[src/rtl/axi_defination_pkg.sv]
// Shared AXI field types for the burst address generator and its strobe decoder.
// Pure type/constant package: no logic, no latency, no flow control.
package axi_defination_pkg;

  typedef logic [31:0] axi_addr_t;
  typedef logic [7:0]  axi_length_t;
  typedef logic [3:0]  axi_wstrb_t;
  typedef logic [3:0]  axi_mid_t;

  typedef enum logic [2:0] {
    AXI_SIZE_1B   = 3'd0,
    AXI_SIZE_2B   = 3'd1,
    AXI_SIZE_4B   = 3'd2,
    AXI_SIZE_8B   = 3'd3,
    AXI_SIZE_16B  = 3'd4,
    AXI_SIZE_32B  = 3'd5,
    AXI_SIZE_64B  = 3'd6,
    AXI_SIZE_128B = 3'd7
  } axi_size_e;

  typedef enum logic [1:0] {
    AXI_BURST_FIXED = 2'b00,
    AXI_BURST_INCR  = 2'b01,
    AXI_BURST_WRAP  = 2'b10,
    AXI_BURST_RSVD  = 2'b11
  } axi_burst_e;

  localparam int unsigned AXI_4KB_BOUNDARY = 4096;

endpackage

[src/rtl/axi_strb_calc.sv]
// Byte-lane strobe decode from address lane and beat size; purely combinational (0 cycles),
// no flow control. Sizes wider than the bus saturate at the top lane.
module axi_strb_calc
  import axi_defination_pkg::*;
#(
  parameter int BUS_BYTES = 4
) (
  input  logic [$clog2(BUS_BYTES)-1:0] lane,
  input  axi_size_e                    size,
  output axi_wstrb_t                   strb
);

  localparam int LANE_W = $clog2(BUS_BYTES);

  logic [LANE_W-1:0] top_lane;

  always_comb begin
    // Last lane of the aligned container: every lane bit below the size is forced high.
    for (int j = 0; j < LANE_W; j++) begin
      top_lane[j] = lane[j] | (int'(size) > j);
    end
    strb = '0;
    for (int i = 0; i < BUS_BYTES; i++) begin
      strb[i] = (LANE_W'(i) >= lane) && (LANE_W'(i) <= top_lane);
    end
  end

endmodule

[src/rtl/axi_burst_addr_gen.sv]
// Expands one AXI command into per-beat address/strobe/index; first beat 1 cycle after accept,
// beats held while beat_ready is low. AXI_ADDR_GEN_4KB_CHECK_EN adds the INCR 4KB-crossing error.
module axi_burst_addr_gen
  import axi_defination_pkg::*;
#(
  parameter int BUS_BYTES = 4
) (
  input  logic        aclk,
  input  logic        areset,
  input  logic        cmd_valid,
  output logic        cmd_ready,
  input  axi_addr_t   cmd_addr,
  input  axi_length_t cmd_len,
  input  axi_size_e   cmd_size,
  input  axi_burst_e  cmd_burst,
  input  axi_mid_t    cmd_id,
  output logic        beat_valid,
  input  logic        beat_ready,
  output axi_addr_t   beat_addr,
  output axi_wstrb_t  beat_strb,
  output axi_mid_t    beat_id,
  output axi_length_t beat_idx,
  output logic        beat_last,
  output logic        cmd_err
);

  localparam int LANE_W = $clog2(BUS_BYTES);

  typedef enum logic {IDLE, BURST} state_e;

  state_e      state_q, state_d;
  axi_addr_t   addr_q, lo_q, hi_q, next_addr, beat_bytes;
  axi_addr_t   cmd_bytes, cmd_span, cmd_lo;
  axi_length_t len_q, idx_q;
  axi_size_e   size_q;
  axi_burst_e  burst_q;
  axi_mid_t    id_q;
  logic        err_q, err_d, last_idx, cmd_hs, beat_hs;
  axi_wstrb_t  strb_raw;
`ifdef AXI_ADDR_GEN_4KB_CHECK_EN
  axi_addr_t   cmd_last_byte;
  localparam axi_addr_t PAGE_MASK = ~axi_addr_t'(AXI_4KB_BOUNDARY - 1);
`endif

  // Command decode: span doubles as the wrap window size.
  always_comb begin
    cmd_bytes = axi_addr_t'(1) << cmd_size;
    cmd_span  = (axi_addr_t'(cmd_len) + 32'd1) << cmd_size;
    cmd_lo    = cmd_addr & ~(cmd_span - 32'd1);
    err_d     = 1'b0;
    if (int'(cmd_size) > LANE_W) err_d = 1'b1;
    if (cmd_burst == AXI_BURST_RSVD) err_d = 1'b1;
    if (cmd_burst == AXI_BURST_WRAP && !(cmd_len inside {8'd1, 8'd3, 8'd7, 8'd15})) err_d = 1'b1;
    if (cmd_burst == AXI_BURST_WRAP && (cmd_addr & (cmd_bytes - 32'd1)) != '0) err_d = 1'b1;
    if (cmd_burst == AXI_BURST_FIXED && cmd_len > 8'd15) err_d = 1'b1;
`ifdef AXI_ADDR_GEN_4KB_CHECK_EN
    cmd_last_byte = (cmd_addr & ~(cmd_bytes - 32'd1)) + cmd_span - 32'd1;
    if (cmd_burst == AXI_BURST_INCR && (cmd_last_byte & PAGE_MASK) != (cmd_addr & PAGE_MASK))
      err_d = 1'b1;
`endif
  end

  // Reserved burst type falls through to INCR stepping.
  always_comb begin
    beat_bytes = axi_addr_t'(1) << size_q;
    case (burst_q)
      AXI_BURST_FIXED: next_addr = addr_q;
      AXI_BURST_WRAP:  next_addr = (addr_q + beat_bytes == hi_q) ? lo_q : addr_q + beat_bytes;
      default:         next_addr = (addr_q & ~(beat_bytes - 32'd1)) + beat_bytes;
    endcase
  end

  assign last_idx = (idx_q == len_q);

  always_ff @(posedge aclk or posedge areset) begin
    if (areset) state_q <= IDLE;
    else        state_q <= state_d;
  end

  always_comb begin
    state_d    = state_q;
    cmd_ready  = 1'b0;
    beat_valid = 1'b0;
    case (state_q)
      IDLE: begin
        cmd_ready = !areset;
        if (cmd_valid && !areset) state_d = BURST;
      end
      BURST: begin
        beat_valid = 1'b1;
        if (beat_ready && last_idx) state_d = IDLE;
      end
      default: state_d = IDLE;
    endcase
  end

  assign cmd_hs  = cmd_valid && cmd_ready;
  assign beat_hs = beat_valid && beat_ready;

  always_ff @(posedge aclk or posedge areset) begin
    if (areset) begin
      addr_q  <= '0;
      lo_q    <= '0;
      hi_q    <= '0;
      len_q   <= '0;
      idx_q   <= '0;
      size_q  <= AXI_SIZE_1B;
      burst_q <= AXI_BURST_FIXED;
      id_q    <= '0;
      err_q   <= 1'b0;
    end else if (cmd_hs) begin
      addr_q  <= cmd_addr;
      lo_q    <= cmd_lo;
      hi_q    <= cmd_lo + cmd_span;
      len_q   <= cmd_len;
      idx_q   <= '0;
      size_q  <= cmd_size;
      burst_q <= cmd_burst;
      id_q    <= cmd_id;
      err_q   <= err_d;
    end else if (beat_hs && !last_idx) begin
      addr_q  <= next_addr;
      idx_q   <= idx_q + 8'd1;
    end
  end

  axi_strb_calc #(.BUS_BYTES(BUS_BYTES)) u_strb (
    .lane (addr_q[LANE_W-1:0]),
    .size (size_q),
    .strb (strb_raw)
  );

  assign beat_addr = addr_q;
  assign beat_strb = beat_valid ? strb_raw : '0;
  assign beat_id   = id_q;
  assign beat_idx  = idx_q;
  assign beat_last = beat_valid && last_idx;
  assign cmd_err   = err_q;

endmodule

[config.mk]
export PLATFORM = sky130hd
export DESIGN_NAME = axi_burst_addr_gen
export DESIGN_NICKNAME = d
export VERILOG_FILES = /design/src/rtl/axi_defination_pkg.sv /design/src/rtl/axi_strb_calc.sv /design/src/rtl/axi_burst_addr_gen.sv
export SDC_FILE = /design/constraint.sdc
export NUM_CORES = 1
export LEC_CHECK = 0
export CELL_PAD_IN_SITES_DETAIL_PLACEMENT = 1
export CELL_PAD_IN_SITES_GLOBAL_PLACEMENT = 2
export CORE_UTILIZATION = 38
export DETAILED_ROUTE_END_ITERATION = 16
export PLACE_DENSITY = 0.9
export RECOVER_POWER = 100
export SYNTH_ARGS = -nofsm -noshare
export SYNTH_HDL_FRONTEND = slang
export SYNTH_HIERARCHICAL = 1
export SYNTH_SLANG_ARGS = --single-unit
[constraint.sdc]
create_clock -name aclk -period 10.8 [get_ports aclk]
set_clock_uncertainty 0.05 [all_clocks]
set_input_delay 2.16 -clock aclk [delete_from_list [all_inputs] [get_ports aclk]]
set_output_delay 2.16 -clock aclk [all_outputs]
set_load 0.02 [all_outputs]
Word-level counts from Yosys, hierarchy flattened
Cells that the tools add are included.
{ "word_totals": {"regBits": 123, "latchBits": 0, "ram_bits": 0, "romBits": 0, "input_bits": 53, "out_inout_bits": 52, "wordCells": 90, "mem_count": 0} }
{ "classes": {"add_sub_neg": 8, "multipliers": 0, "div": 0, "n_lt_le_gt_ge": 12, "n_eq_ne": 10, "shifts": 3, "mux": 17, "n_bitwise": 8, "n_reduce_logical": 22} }
{ "op_table": {"columns": ["operator", "count"], "rows": [
  ["adder 32 bit", 3],
  ["AND 32 bit", 3],
  ["two-way mux 32 bit", 3],
  ["subtractor 32 x 1 -> 32 bit, second input constant", 3],
  ["inverter 32 bit", 2],
  ["one-hot mux 32 bit (2 select lines)", 1],
  ["<< shifter 1 x 3 -> 32 bit, first input constant", 2],
  ["== test 32 bit", 1],
  ["nonzero test 32 bit", 1],
  ["<< shifter 9 x 3 -> 32 bit", 1],
  ["two-way mux 8 bit", 2],
  ["logical AND 1 bit", 13],
  ["adder 8 x 1 -> 9 bit, second input constant", 1],
  ["two-way mux 1 bit", 9],
  ["adder 8 x 1 -> 8 bit, second input constant", 1],
  ["== test 8 x 1 -> 1 bit, second input constant", 1],
  ["== test 8 x 2 -> 1 bit, second input constant", 1],
  ["== test 8 x 3 -> 1 bit, second input constant", 1],
  ["== test 8 x 4 -> 1 bit, second input constant", 1],
  ["== test 8 bit", 1],
  ["greater-than comparator 8 x 4 -> 1 bit, second input constant", 1],
  ["== test 2 bit, second input constant", 3],
  ["greater-than comparator 3 x 1 -> 1 bit, second input constant", 2],
  ["greater-or-equal comparator 1 x 2 -> 1 bit, first input constant", 2],
  ["14 further kinds", 21]
]} }

Longest topological paths before layout
{ "depth": {"word_depth": 8, "mapped_depth": 21, "ltp_nobuf": 21} }

Hierarchy
Netlist, hierarchy kept.
{ "by_module_without_submodules": {"columns": ["mod", "instances", "cells_per_inst", "area_each_um2", "seq_area_each_um2"], "rows": [
  ["axi_burst_addr_gen", 1, 1377, 10792.9, 3078.0],
  ["axi_strb_calc", 1, 8, 35.0, 0.0]
]} }

Least setup slack after synthesis
OpenSTA, ideal clock, no wires.
{ "synth_path": {"path_type": "input-to-reg", "from": "input cmd_size[0]", "to": "register hi_q[24]", "setup_time_ns": 0.126, "arrival_time_ns": 6.651, "t_required_ns": 10.624, "slack_ns": 3.973, "stages": 20, "path_buffers": 2, "cell_sequence": "buf_4 -> clkbuf_1 -> nor4_1 -> inv_1 -> ha_1 -> xnor2_1 -> and2_1 -> ha_1 -> and3_1 -> a31oi_1 -> nor4b_1 -> or4b_1 -> and3_1 -> a2111o_1 -> a41oi_2 -> o221ai_2 -> o2111ai_4 -> nand2_4 -> and3_1 -> a221o_1"} }
{ "synth_via": {"elab_chain_cells": 5} }
{ "synth_lines": {"columns": ["item", "line", "text"], "rows": [
  ["from (decl)", "axi_burst_addr_gen.sv:14", "input axi_size_e cmd_size,"],
  ["<< shifter 9 x 3 -> 32 bit", "axi_burst_addr_gen.sv:48", "cmd_span = (axi_addr_t'(cmd_len) + 32'd1) << cmd_size;"],
  ["subtractor 32 x 1 -> 32 bit", "axi_burst_addr_gen.sv:49", "cmd_lo = cmd_addr & ~(cmd_span - 32'd1);"],
  ["inverter 32 bit", "axi_burst_addr_gen.sv:49", null],
  ["AND 32 bit", "axi_burst_addr_gen.sv:49", null],
  ["net cmd_lo[2]", "axi_burst_addr_gen.sv:33", "axi_addr_t cmd_bytes, cmd_span, cmd_lo;"],
  ["adder 32 bit", "axi_burst_addr_gen.sv:114", "hi_q <= cmd_lo + cmd_span;"],
  ["to (signal assigned)", "axi_burst_addr_gen.sv:114", null],
  ["to (decl)", "axi_burst_addr_gen.sv:32", "axi_addr_t addr_q, lo_q, hi_q, next_addr, beat_bytes;"]
]} }
The timed path passes the listed nets, and every way through them passes these cells.
A chain may end at the register's enable or synchronous reset.

Worst setup path in the final report
{ "layout_path": {"from": "input cmd_size[2]", "to": "register hi_q[25]"} }
Same word-level chain as after synthesis.

==> flow_metrics.py <==
metrics = {
    "setup_path": {
        "crit_arrival_ns": 8.84,
        "crit_slowest_cell": "dlygate4sd3_1",
        "critPathTopFamily": "compound AO/OA/AOI/OAI gates",
        "worstSetupPathDepth": 18,
        "cp_common_cell": "a21o_1",
        "worstSetupEndpointType": "flip-flop",
        "worstPathCellList": "dlygate4sd3_1 -> inv_1 -> a311oi_1 -> nand3_1 -> nor2_1 -> nand4_1 -> nor2_1 -> xnor2_1 -> and2_0 -> ha_1 -> a21o_1 -> a21o_1 -> a21o_1 -> a21o_1 -> a31oi_1 -> nor3_1 -> a32oi_1 -> nand2b_1",
        "critPathMaxFanout": 24,
        "crit_path_max_incr_delay_ns": 1.12,
        "crit_type": "input port to flip-flop",
        "r2r_slack_ns": 3.94,
        "path_buf_inv": 2,
        "reg2reg_to": "beat_addr[31]$_DFFE_PP0P_",
        "critPathLaunch": "cmd_size[2]",
        "r2r_cells": 17,
        "startpoint_type": "input port",
        "r2r-start": "size_q[2]$_DFFE_PP0P_",
        "setup.worst_path.end": "hi_q[25]$_DFFE_PP0P_",
        "worstPathRequired_ns": 11.05,
    },
    "timing": {
        "slew_headroom": -1.461,
        "final_hold_viol_count": 0,
        "fmax_mhz": 116.4,
        "fin_crit_sh": 0.7952,
        "fin_setup_tns_ns": 0,
        "worst_pin_slew_ns": 3.691,
        "slew_violations": 359,
        "finalSetupViolations": 0,
        "setup_ws_ns": 2.212,
        "rsz0062_at_grt": "false",
        "fin_crit_ns": 8.588,
    },
    "die": {
        "start_util": 0.3876,
        "fp.dieW_um": 170.8,
        "ios": 105,
        "rows": 61,
        "die_area_um2": 29170,
        "die_height_um": 170.8,
        "core_area_um2": 27930,
    },
    "synthesis": {
        "yosys.area.top_type": "dfrtp_1",
        "yosysWarnings": 6,
        "synthFlopType": "dfrtp_1",
        "synth_edf_count": 0,
        "yosysUniqueCellTypes": 92,
        "ys_seq_elements": 123,
        "avgSynthCellArea_um2": 7.818,
        "ys_seq_area_frac": 0.2843,
        "netlist_instances": 1385,
        "async_flop_share": 1.000,
        "synth.area.top_cells": "dfrtp_1 28%, nand2_1 8.1%, xnor2_1 5.9%",
        "syn_area_um2": 10830,
        "syn_nets": 1470,
        "synth_top_cell_area_share": 0.2843,
    },
    "global_route": {
        "grt_pass1_wl_um": 66590,
        "grt-ovfl-total": 0,
        "grt.total_usage": 0.3023,
        "grt_max_degree": 72,
        "antenna_found_initial": 0,
        "first_global_vias": 11230,
    },
    "place": {
        "dpl.hpwl_um": 31170,
        "io_buffers": 104,
        "globalplace.congestion": 0.9019,
        "place_ws_ns": 2.388,
    },
    "routing": {
        "drc": 0,
        "viasPerCell": 6.087,
        "wl_per_cell_um": 23.50,
        "postRouteAntennaNets": 0,
        "routed_wl_um": 42870,
        "vias": 11100,
        "drt_pass1_iterations": 8,
        "drtIter0Drc": 1019,
    },
    "pwr": {
        "combPwrFrac": 0.514,
        "internal_power_mw": 1.800,
        "power_density_nw_per_um2": 269.1,
        "power.leakage_nw": 5.341,
        "pwr-share-seq": 0.294,
        "clkPwrFrac": 0.192,
        "power.net_switching_mw": 1.588,
        "peakVddDrop_mv": 0.1196,
        "switching_share": 0.4687,
    },
    "finish": {
        "fillCellCount": 3438,
        "utilization": 0.4507,
        "final_cell_mix": "235 x nand2_1, 123 x dfrtp_1, 104 x nor2_1",
        "multi_input_area_um2": 7092,
        "syn_to_final_growth_pct": 16.28,
        "n_antenna_cell": 0,
        "final_common_cell": "nand2_1",
        "register_area_um2": 3078,
        "layout-drive-gt1-share": 0.04979,
        "fin_nets": 1518,
    },
    "clocking": {
        "cts_root_buf": "clkbuf_16",
        "clockBufferDepth": 2,
        "clkTransAtPathRegs_ns": 0.06,
        "cts_htree_levels": 4,
        "hold_buffers": 0,
        "cts_setup_buffers": 0,
        "numCtsBuffers": 17,
        "worstSkewPairLatency_ns": 0.44,
        "cts_tree": "yes",
        "clkSinkCount": 123,
        "post_cts_resized": 0,
    },
    "outcome": {
        "violations": "max-capacitance violations, max-slew violations",
        "status": "finished, violations left",
    },
    "run": {
        "drv_cap": 7,
    },
    "worst_hold_path": {
        "hold_path_depth": 2,
        "min_path_type": "flip-flop to flip-flop",
    },
}
## cell families after synthesis
family,after synthesis,synth area share
AO/OA/AOI/OAI,344,0.2166
adder cells (fa/ha/maj),32,0.03767
multiplexers,42,0.04067
XOR/XNOR,125,0.1082
AND/OR/NAND/NOR,583,0.2609
flip-flops,123,0.2843
buffers and inverters,136,0.05177
## power groups by stage
stage	clock, mW	combinational (mW)	sequential (mW)
2_1_floorplan	0	1.17	0.908
3_3_place_gp	0	1.69	0.976
3_5_place_dp	0	1.74	0.989
4_1_cts	0.655	1.77	0.982
5_1_grt	0.673	1.90	1.02
6_report	0.651	1.74	0.995
## tightest hold or removal path, delay by kind of cell, from the launching register on
kind / cells / cell delay, ns
and+or+nand+nor: 2 / 0.10
DFF: 1 / 0.34
## stage by stage
stage	hold slack (ns)	std cells	power, mW	area (um^2)
floorplan	0.3904	1385	2.083	10830
global placement	0.4043	1792	2.667	12070
detailed placement	0.4099	1792	2.731	12070
CTS	0.4247	1824	3.407	12720
global route	0.4445	1824	3.594	12590
finish	0.4234	1824	3.388	12590
## cells in the mapped netlist (all sizes together), types with 7 or more instances
| library cell | n |
|---|---|
| mux2i | 29 |
| a22oi | 11 |
| ha | 31 |
| o21ai | 105 |
| inv | 50 |
| or2 | 7 |
| and4 | 11 |
| buf | 29 |
| or3 | 18 |
| a31oi | 21 |
| xor2 | 47 |
| nand4 | 21 |
| a211oi | 12 |
| a21o | 15 |
| nor2b | 9 |
| a221o | 9 |
| a21oi | 65 |
| nand2 | 235 |
| nand3 | 40 |
| nor4 | 16 |
| nor3 | 42 |
| dfrtp | 123 |
| nand2b | 14 |
| xnor2 | 73 |
| mux2 | 13 |
| and2 | 23 |
| and3 | 22 |
| o31ai | 10 |
| o221ai | 14 |
| nor2 | 105 |
| clkbuf | 57 |
| o21a | 10 |
## state kept, by name, summed over array words and instances, names as in the netlist
name and count:
size_q 3, burst_q 2, beat_addr 32, cmd_err 1
lo_q 32, beat_idx 8, state_q 1, beat_id 4
len_q 8, hi_q 32
## per-layer routing
metal | track usage | vias up | wire length (um)
met5 | 0 | - | 0
met4 | 0.09244 | 0 | 1043
met3 | 0.06616 | 76 | 3412
met2 | 0.4641 | 413 | 18790
met1 | 0.4210 | 5541 | 19620
li1 | - | 5073 | -
## cell type report
class                           instances  share of cell area
Multi-Input combinational cell       1126              0.5633
Sequential cell                       123              0.2445
Timing Repair Buffer                  115             0.08805
Tap cell                              378             0.03756
Clock buffer                           20             0.03707
Inverter                               50             0.01501
Clock inverter                         12             0.01461
## how the worst min path moves through the flow
stage                          from              endpoint  slack (ns)
2_1_floorplan  lo_q[12]$_DFFE_PP0P_  lo_q[12]$_DFFE_PP0P_        0.39
4_1_cts        lo_q[28]$_DFFE_PP0P_  lo_q[28]$_DFFE_PP0P_        0.42
3_3_place_gp   lo_q[28]$_DFFE_PP0P_  lo_q[28]$_DFFE_PP0P_        0.40
6_report       lo_q[12]$_DFFE_PP0P_  lo_q[12]$_DFFE_PP0P_        0.42
5_1_grt        lo_q[22]$_DFFE_PP0P_  lo_q[22]$_DFFE_PP0P_        0.44
3_5_place_dp   lo_q[28]$_DFFE_PP0P_  lo_q[28]$_DFFE_PP0P_        0.41
Power figures use the tool's default switching activity.
